===== src/rtl/hilo_muldiv_unit.sv =====
// Iterative multiply/divide side unit owning the HI/LO pair, with busy/done handshake to the hazard unit.
// Define HILO_DIV_EN to build the divider; without it DIV/DIVU complete as no-ops that leave HI/LO unchanged.
//
// state | meaning
// IDLE  | waiting for start; MTHI/MTLO and disabled divides complete from here
// RUN   | one multiply/divide bit per cycle, WIDTH cycles
// FIX   | sign correction of product or quotient/remainder
// ACC   | MADD/MSUB accumulate against {hi,lo}
// WB    | write HI/LO and pulse done

module hilo_muldiv_unit #(
    parameter int WIDTH = 32,
    parameter int CNT_W = $clog2(WIDTH) + 1
) (
    input  logic             Clk,
    input  logic             Reset,
    input  logic             start,
    input  logic [2:0]       op,
    input  logic             kill,
    input  logic [WIDTH-1:0] rs_val,
    input  logic [WIDTH-1:0] rt_val,
    output logic             busy,
    output logic             done,
    output logic [WIDTH-1:0] hi,
    output logic [WIDTH-1:0] lo
);
    localparam logic [2:0] OP_MULT  = 3'b000;
    localparam logic [2:0] OP_MULTU = 3'b001;
    localparam logic [2:0] OP_MADD  = 3'b010;
    localparam logic [2:0] OP_MSUB  = 3'b011;
    localparam logic [2:0] OP_DIVU  = 3'b101;
    localparam logic [2:0] OP_MTHI  = 3'b110;
    localparam logic [2:0] OP_MTLO  = 3'b111;

    typedef enum logic [2:0] {
        S_IDLE = 3'd0,
        S_RUN  = 3'd1,
        S_FIX  = 3'd2,
        S_ACC  = 3'd3,
        S_WB   = 3'd4
    } state_t;

    state_t state, state_d;

    logic [2:0]         op_q;
    logic [WIDTH-1:0]   opnd_q;
    logic [2*WIDTH-1:0] prod;
    logic [CNT_W-1:0]   cnt;
    logic               neg_q;
    logic               done_pend;
    logic               done_q;
    logic [WIDTH-1:0]   hi_q;
    logic [WIDTH-1:0]   lo_q;

    logic               accept;
    logic               iter_op;
    logic               is_acc;
    logic               op_signed;
    logic               a_neg;
    logic               b_neg;
    logic [WIDTH-1:0]   a_mag;
    logic [WIDTH-1:0]   b_mag;
    logic [WIDTH-1:0]   mul_addend;
    logic [WIDTH:0]     mul_sum;
    logic [2*WIDTH-1:0] prod_neg;
    logic [2*WIDTH-1:0] hilo_acc;

    // A pending MTHI/MTLO done blocks acceptance so done never overlaps a new op's busy.
    assign accept    = (state == S_IDLE) && start && !kill && !done_pend;
    assign op_signed = (op != OP_MULTU) && (op != OP_DIVU);
    assign a_neg     = op_signed && rs_val[WIDTH-1];
    assign b_neg     = op_signed && rt_val[WIDTH-1];
    assign a_mag     = a_neg ? -rs_val : rs_val;
    assign b_mag     = b_neg ? -rt_val : rt_val;
    assign is_acc    = (op_q == OP_MADD) || (op_q == OP_MSUB);

    assign mul_addend = prod[0] ? opnd_q : {WIDTH{1'b0}};
    assign mul_sum    = {1'b0, prod[2*WIDTH-1:WIDTH]} + {1'b0, mul_addend};
    assign prod_neg   = -prod;
    assign hilo_acc   = (op_q == OP_MSUB) ? ({hi_q, lo_q} - prod) : ({hi_q, lo_q} + prod);

`ifdef HILO_DIV_EN
    logic               rneg_q;
    logic [WIDTH:0]     div_shift;
    logic               div_ge;
    logic [WIDTH-1:0]   div_rem;
    logic [WIDTH-1:0]   rem_fix;
    logic [WIDTH-1:0]   quo_fix;

    assign iter_op   = (op != OP_MTHI) && (op != OP_MTLO);
    assign div_shift = {prod[2*WIDTH-1:WIDTH], prod[WIDTH-1]};
    assign div_ge    = div_shift >= {1'b0, opnd_q};
    assign div_rem   = div_ge ? WIDTH'(div_shift - {1'b0, opnd_q}) : div_shift[WIDTH-1:0];
    // With a zero divisor the remainder ends up as the dividend magnitude, so re-signing it
    // yields the latched dividend; only the quotient needs forcing to all ones.
    assign rem_fix   = rneg_q ? -prod[2*WIDTH-1:WIDTH] : prod[2*WIDTH-1:WIDTH];
    assign quo_fix   = (opnd_q == '0) ? '1 : (neg_q ? -prod[WIDTH-1:0] : prod[WIDTH-1:0]);
`else
    assign iter_op   = !op[2];
`endif

    always_ff @(posedge Clk or posedge Reset) begin
        if (Reset) begin
            state <= S_IDLE;
        end else begin
            state <= state_d;
        end
    end

    always_comb begin
        state_d = state;
        case (state)
            S_IDLE: if (accept && iter_op) state_d = S_RUN;
            S_RUN: begin
                if (kill)             state_d = S_IDLE;
                else if (cnt == '0)   state_d = S_FIX;
            end
            S_FIX: begin
                if (kill)             state_d = S_IDLE;
                else if (is_acc)      state_d = S_ACC;
                else                  state_d = S_WB;
            end
            S_ACC:   state_d = kill ? S_IDLE : S_WB;
            S_WB:    state_d = S_IDLE;
            default: state_d = S_IDLE;
        endcase
    end

    always_ff @(posedge Clk or posedge Reset) begin
        if (Reset) begin
            op_q      <= '0;
            opnd_q    <= '0;
            prod      <= '0;
            cnt       <= '0;
            neg_q     <= 1'b0;
            done_pend <= 1'b0;
            done_q    <= 1'b0;
            hi_q      <= '0;
            lo_q      <= '0;
`ifdef HILO_DIV_EN
            rneg_q    <= 1'b0;
`endif
        end else begin
            done_q    <= done_pend || ((state == S_WB) && !kill);
            done_pend <= 1'b0;
            case (state)
                S_IDLE: begin
                    if (accept) begin
                        if (op == OP_MTHI) begin
                            hi_q      <= rs_val;
                            done_pend <= 1'b1;
                        end else if (op == OP_MTLO) begin
                            lo_q      <= rs_val;
                            done_pend <= 1'b1;
                        end else if (!iter_op) begin
                            done_pend <= 1'b1;
                        end else begin
                            op_q   <= op;
                            opnd_q <= b_mag;
                            prod   <= {{WIDTH{1'b0}}, a_mag};
                            neg_q  <= a_neg ^ b_neg;
                            cnt    <= CNT_W'(WIDTH - 1);
`ifdef HILO_DIV_EN
                            rneg_q <= a_neg;
`endif
                        end
                    end
                end
                S_RUN: begin
                    cnt <= cnt - 1'b1;
`ifdef HILO_DIV_EN
                    if (op_q[2]) prod <= {div_rem, prod[WIDTH-2:0], div_ge};
                    else
`endif
                    prod <= {mul_sum, prod[WIDTH-1:1]};
                end
                S_FIX: begin
`ifdef HILO_DIV_EN
                    if (op_q[2]) prod <= {rem_fix, quo_fix};
                    else
`endif
                    if (neg_q) prod <= prod_neg;
                end
                S_ACC: prod <= hilo_acc;
                S_WB: begin
                    if (!kill) begin
                        hi_q <= prod[2*WIDTH-1:WIDTH];
                        lo_q <= prod[WIDTH-1:0];
                    end
                end
                default: ;
            endcase
        end
    end

    assign busy = (state != S_IDLE);
    assign done = done_q;
    assign hi   = hi_q;
    assign lo   = lo_q;

endmodule


===== config.mk =====
export PLATFORM = sky130hd
export DESIGN_NAME = hilo_muldiv_unit
export DESIGN_NICKNAME = d
export VERILOG_FILES = /design/src/rtl/hilo_muldiv_unit.sv
export SDC_FILE = /design/constraint.sdc
export NUM_CORES = 1
export LEC_CHECK = 0
export ABC_AREA = 0
export BUFFER_PORTS_ARGS = -buffer_cell sky130_fd_sc_hd__buf_2
export CORE_MARGIN = 2
export CORE_UTILIZATION = 55
export DETAILED_ROUTE_END_ITERATION = 7
export PLACE_DENSITY = 0.85
export SYNTH_ARGS = -nofsm -noshare
export SYNTH_HDL_FRONTEND = slang
export SYNTH_SLANG_ARGS = --single-unit

===== constraint.sdc =====
create_clock -name Clk -period 14.2 [get_ports Clk]
set_input_delay 1.42 -clock Clk [delete_from_list [all_inputs] [get_ports Clk]]
set_output_delay 1.42 -clock Clk [all_outputs]
set_load 0.005 [all_outputs]

==> results.sh <==
export IMPL_synth_top_cell_area_share_pct=26.0
export IMPL_clk_path_buf_depth=2
export IMPL_power_density_nw_per_um2=249
export IMPL_vias=17700
export IMPL_seqPwrFrac_pct=23.0
export IMPL_cap_violations=0
export IMPL_yosys_warnings=0
export IMPL_cts_hold_buf=0
export IMPL_antenna_cells=0
export IMPL_postRouteAntennaNets=0
export IMPL_clk_latency_ps=450
export IMPL_core_area_um2=29800
export IMPL_p_int_uw=2190
export IMPL_period_share_pct=47.1
export IMPL_outcome="finished, final reports clean"
export IMPL_path_max_fanout=37
export IMPL_grt_usage_pct=36.7
export IMPL_synth_area_leaders="dfrtp_1 (26%), a21oi_1 (9.2%), ha_1 (7.5%), xnor2_1 (6.2%), xor2_1 (6.0%)"
export IMPL_yosysTopAreaCell="dfrtp_1"
export IMPL_fin_worst_skew_ps=18.4
export IMPL_tightestPinTransition_ps=1200
export IMPL_ir_worst_vdd_uv=106
export IMPL_synth_seq_cells=174
export IMPL_gp_congestion=1.02
export IMPL_synth_edf_count=0
export IMPL_crit_arrival_ps=6980
export IMPL_critPathSlowestCell="nor4_2"
export IMPL_cts_resized=0
export IMPL_fin_nets=2436
export IMPL_combPwrFrac_pct=65.4
export IMPL_rows=63
export IMPL_period_needed_ps=6680
export IMPL_clockPowerShare_pct=11.6
export IMPL_dp_cells=2634
export IMPL_fp_dieH_um=178
export IMPL_power_switching_uw=2350
export IMPL_ios=137
export IMPL_dp_hpwl_um=43000
export IMPL_avgSynthCellArea_um2=7.53
export IMPL_finalSetupTns_ps=0
export IMPL_critPathBufInv=1
export IMPL_syn_area_um2=16700
export IMPL_setup_viol=0
export IMPL_drtPass1Iterations=6
export IMPL_final_area_um2=18200
export IMPL_cts_tree="done"
export IMPL_slowest_delay_ps=820
export IMPL_final_cells=2664
export IMPL_swShare_pct=51.8
export IMPL_detail_route_wl_per_cell_um=21.9
export IMPL_synthCells=2222
export IMPL_antenna_found_initial=0
export IMPL_cts_buffers_inserted=17
export IMPL_final_cell_mix="a21oi_1 (307), nor2_1 (242), nand2_1 (210), dfrtp_1 (174), o21ai_0 (159)"
export IMPL_placed_area_um2=17600
export IMPL_crit_chain="inv_1, ha_1, nand3_1, nor4_2, nand2_1, or3_1, or3_1, nor3_1, nor2_1, xnor2_1, ha_1, nand4_1, or3_1, o32ai_1, a31oi_1, a31oi_1, o21ai_1, o41ai_1, xnor2_1, o221ai_1"
export IMPL_die_w_um=178
export IMPL_area_growth_pct=8.95
export IMPL_postCtsSetupBuffers=0
export IMPL_port_buffers=136
export IMPL_clock_tree_root_cell="clkbuf_16"
export IMPL_final_common_cell="a21oi_1"
export IMPL_grt_pass1_wl_um=91100
export IMPL_p_total_uw=4530
export IMPL_hold_class="flip-flop to flip-flop"
export IMPL_drtIter0Drc=2216
export IMPL_synth_nets=2395
export IMPL_grt_start_max_net_pins=69
export IMPL_overflow=0
export IMPL_critPathRequiredTime_ps=14500
export IMPL_synth_flop_cell="dfrtp_1"
export IMPL_drive_above_1_share_pct=9.81
export IMPL_cp_common_cell="or3_1"
export IMPL_clk_pin_slew_ps=70
export IMPL_critical_path_class="flip-flop to flip-flop"
export IMPL_ys_seq_area_share_pct=26.0
export IMPL_synth_distinct_cells=81
export IMPL_drt_wl_total_um=58500
export IMPL_cp_depth=20
export IMPL_reg2regPathDepth=20
export IMPL_fill_cells=2669
export IMPL_async_flop_share_pct=100
export IMPL_hold_viol_final=0
export IMPL_critPathCaptureType="flip-flop"
export IMPL_max_slew_margin_pct=19.7
export IMPL_cts_sinks=174
export IMPL_min_path_cells=1
export IMPL_start_util_pct=56.1
export IMPL_grt_pass1_vias=16800
export IMPL_max_freq_ghz=0.150
export IMPL_die_area_um2=31800
export IMPL_cp_top_family="simple AND/OR/NAND/NOR gates"
export IMPL_viasPerCell=6.63
export IMPL_drc=0
export IMPL_rsz0062_at_grt="no"
export IMPL_cts_max_level=4
export IMPL_critPathLaunchType="flip-flop"
export IMPL_maxSlewViolCount=0
export IMPL_leakage_uw=0.00800
## cells by family after synthesis
group | Yosys count | share of synthesized area (%)
and+or+nand+nor | 771 | 22.2
AOI/OAI and AO/OA | 749 | 27.2
xor gates and xnor gates | 234 | 12.3
buffers and inverters | 187 | 4.37
DFF | 174 | 26.0
adders and majority gates | 102 | 7.72
muxes | 5 | 0.314
## per-layer routing
| metal | track usage (%) | part of all wire (%) | vias up |
|---|---|---|---|
| met4 | 19.3 | 5.3 | 0 |
| met2 | 59.4 | 45 | 1112 |
| met5 | 0 | 0 | - |
| li1 | - | - | 8082 |
| met3 | 6.48 | 10 | 240 |
| met1 | 46.7 | 39 | 8232 |
## final timing paths
kind                                      from  slack, ps               endpoint
max in group asynchronous                Reset      11790   prod[22]$_DFFE_PP0P_
setup reg to reg           prod[0]$_DFFE_PP0P_       7520   prod[61]$_DFFE_PP0P_
hold reg to reg            done_pend$_DFF_PP0_        460         done$_DFF_PP0_
hold / removal             done_pend$_DFF_PP0_        460         done$_DFF_PP0_
min in group asynchronous                Reset       1050  opnd_q[0]$_DFFE_PP0P_
setup / recovery           prod[0]$_DFFE_PP0P_       7520   prod[61]$_DFFE_PP0P_
## final cells by class
type | instances | area [um^2] | area share [%]
multi-input combinational | 1861 | 11700 | 64.2
sequential | 174 | 4350 | 23.9
timing repair buffer | 163 | 883 | 4.85
tap | 390 | 488 | 2.68
clock buffer | 20 | 437 | 2.40
clock inverter | 10 | 188 | 1.03
inverter | 46 | 178 | 0.975
## flip-flops by register name, indices dropped and copies added, names as in the netlist
| signal | count |
|---|---|
| prod | 64 |
| hi | 32 |
| lo | 32 |
| opnd_q | 32 |
| cnt | 6 |
| state | 3 |
| op_q | 2 |
| done | 1 |
| done_pend | 1 |
| neg_q | 1 |
## cell usage after synthesis (all sizes together), types with 4 or more instances
library cell,instances
nand4,27
and2,75
nor3b,7
nand2b,19
a211oi,15
nor2,245
nor2b,17
clkbuf,123
a22oi,20
inv,45
o21ai,163
o221ai,24
o41ai,4
or4,14
xnor2,119
a21oi,309
a31oi,15
a311oi,5
dfrtp,174
xor2,115
o31ai,18
nand2,211
o21bai,18
o211ai,9
ha,100
o32ai,13
nor3,46
o31a,6
nand3,24
a222oi,5
and3,14
o22ai,20
buf,18
o21a,21
a221oi,16
nor4,31
nand3b,4
or2,6
a21boi,5
or3,21
a21o,39
## power groups by stage
stage | Clock, uW | Sequential (uW) | Combinational [uW]
floorplan | 0 | 857 | 2220
global placement | 0 | 1020 | 2820
detailed placement | 0 | 1030 | 2870
CTS | 527 | 1030 | 2890
global route | 546 | 1060 | 3240
finish | 527 | 1040 | 2960
## metrics by stage
| stage | util [%] | hold slack (ps) | setup slack [ps] |
|---|---|---|---|
| after floorplan | - | 431 | 8060 |
| after global routing | 61.2 | 500 | 7020 |
| final | 61.2 | 462 | 7520 |
| after global placement | 59.1 | 440 | 7870 |
| after CTS | 61.2 | 465 | 7660 |
| after detailed placement | 59.1 | 450 | 7690 |
No activity file was read; power rests on OpenSTA's default activity.
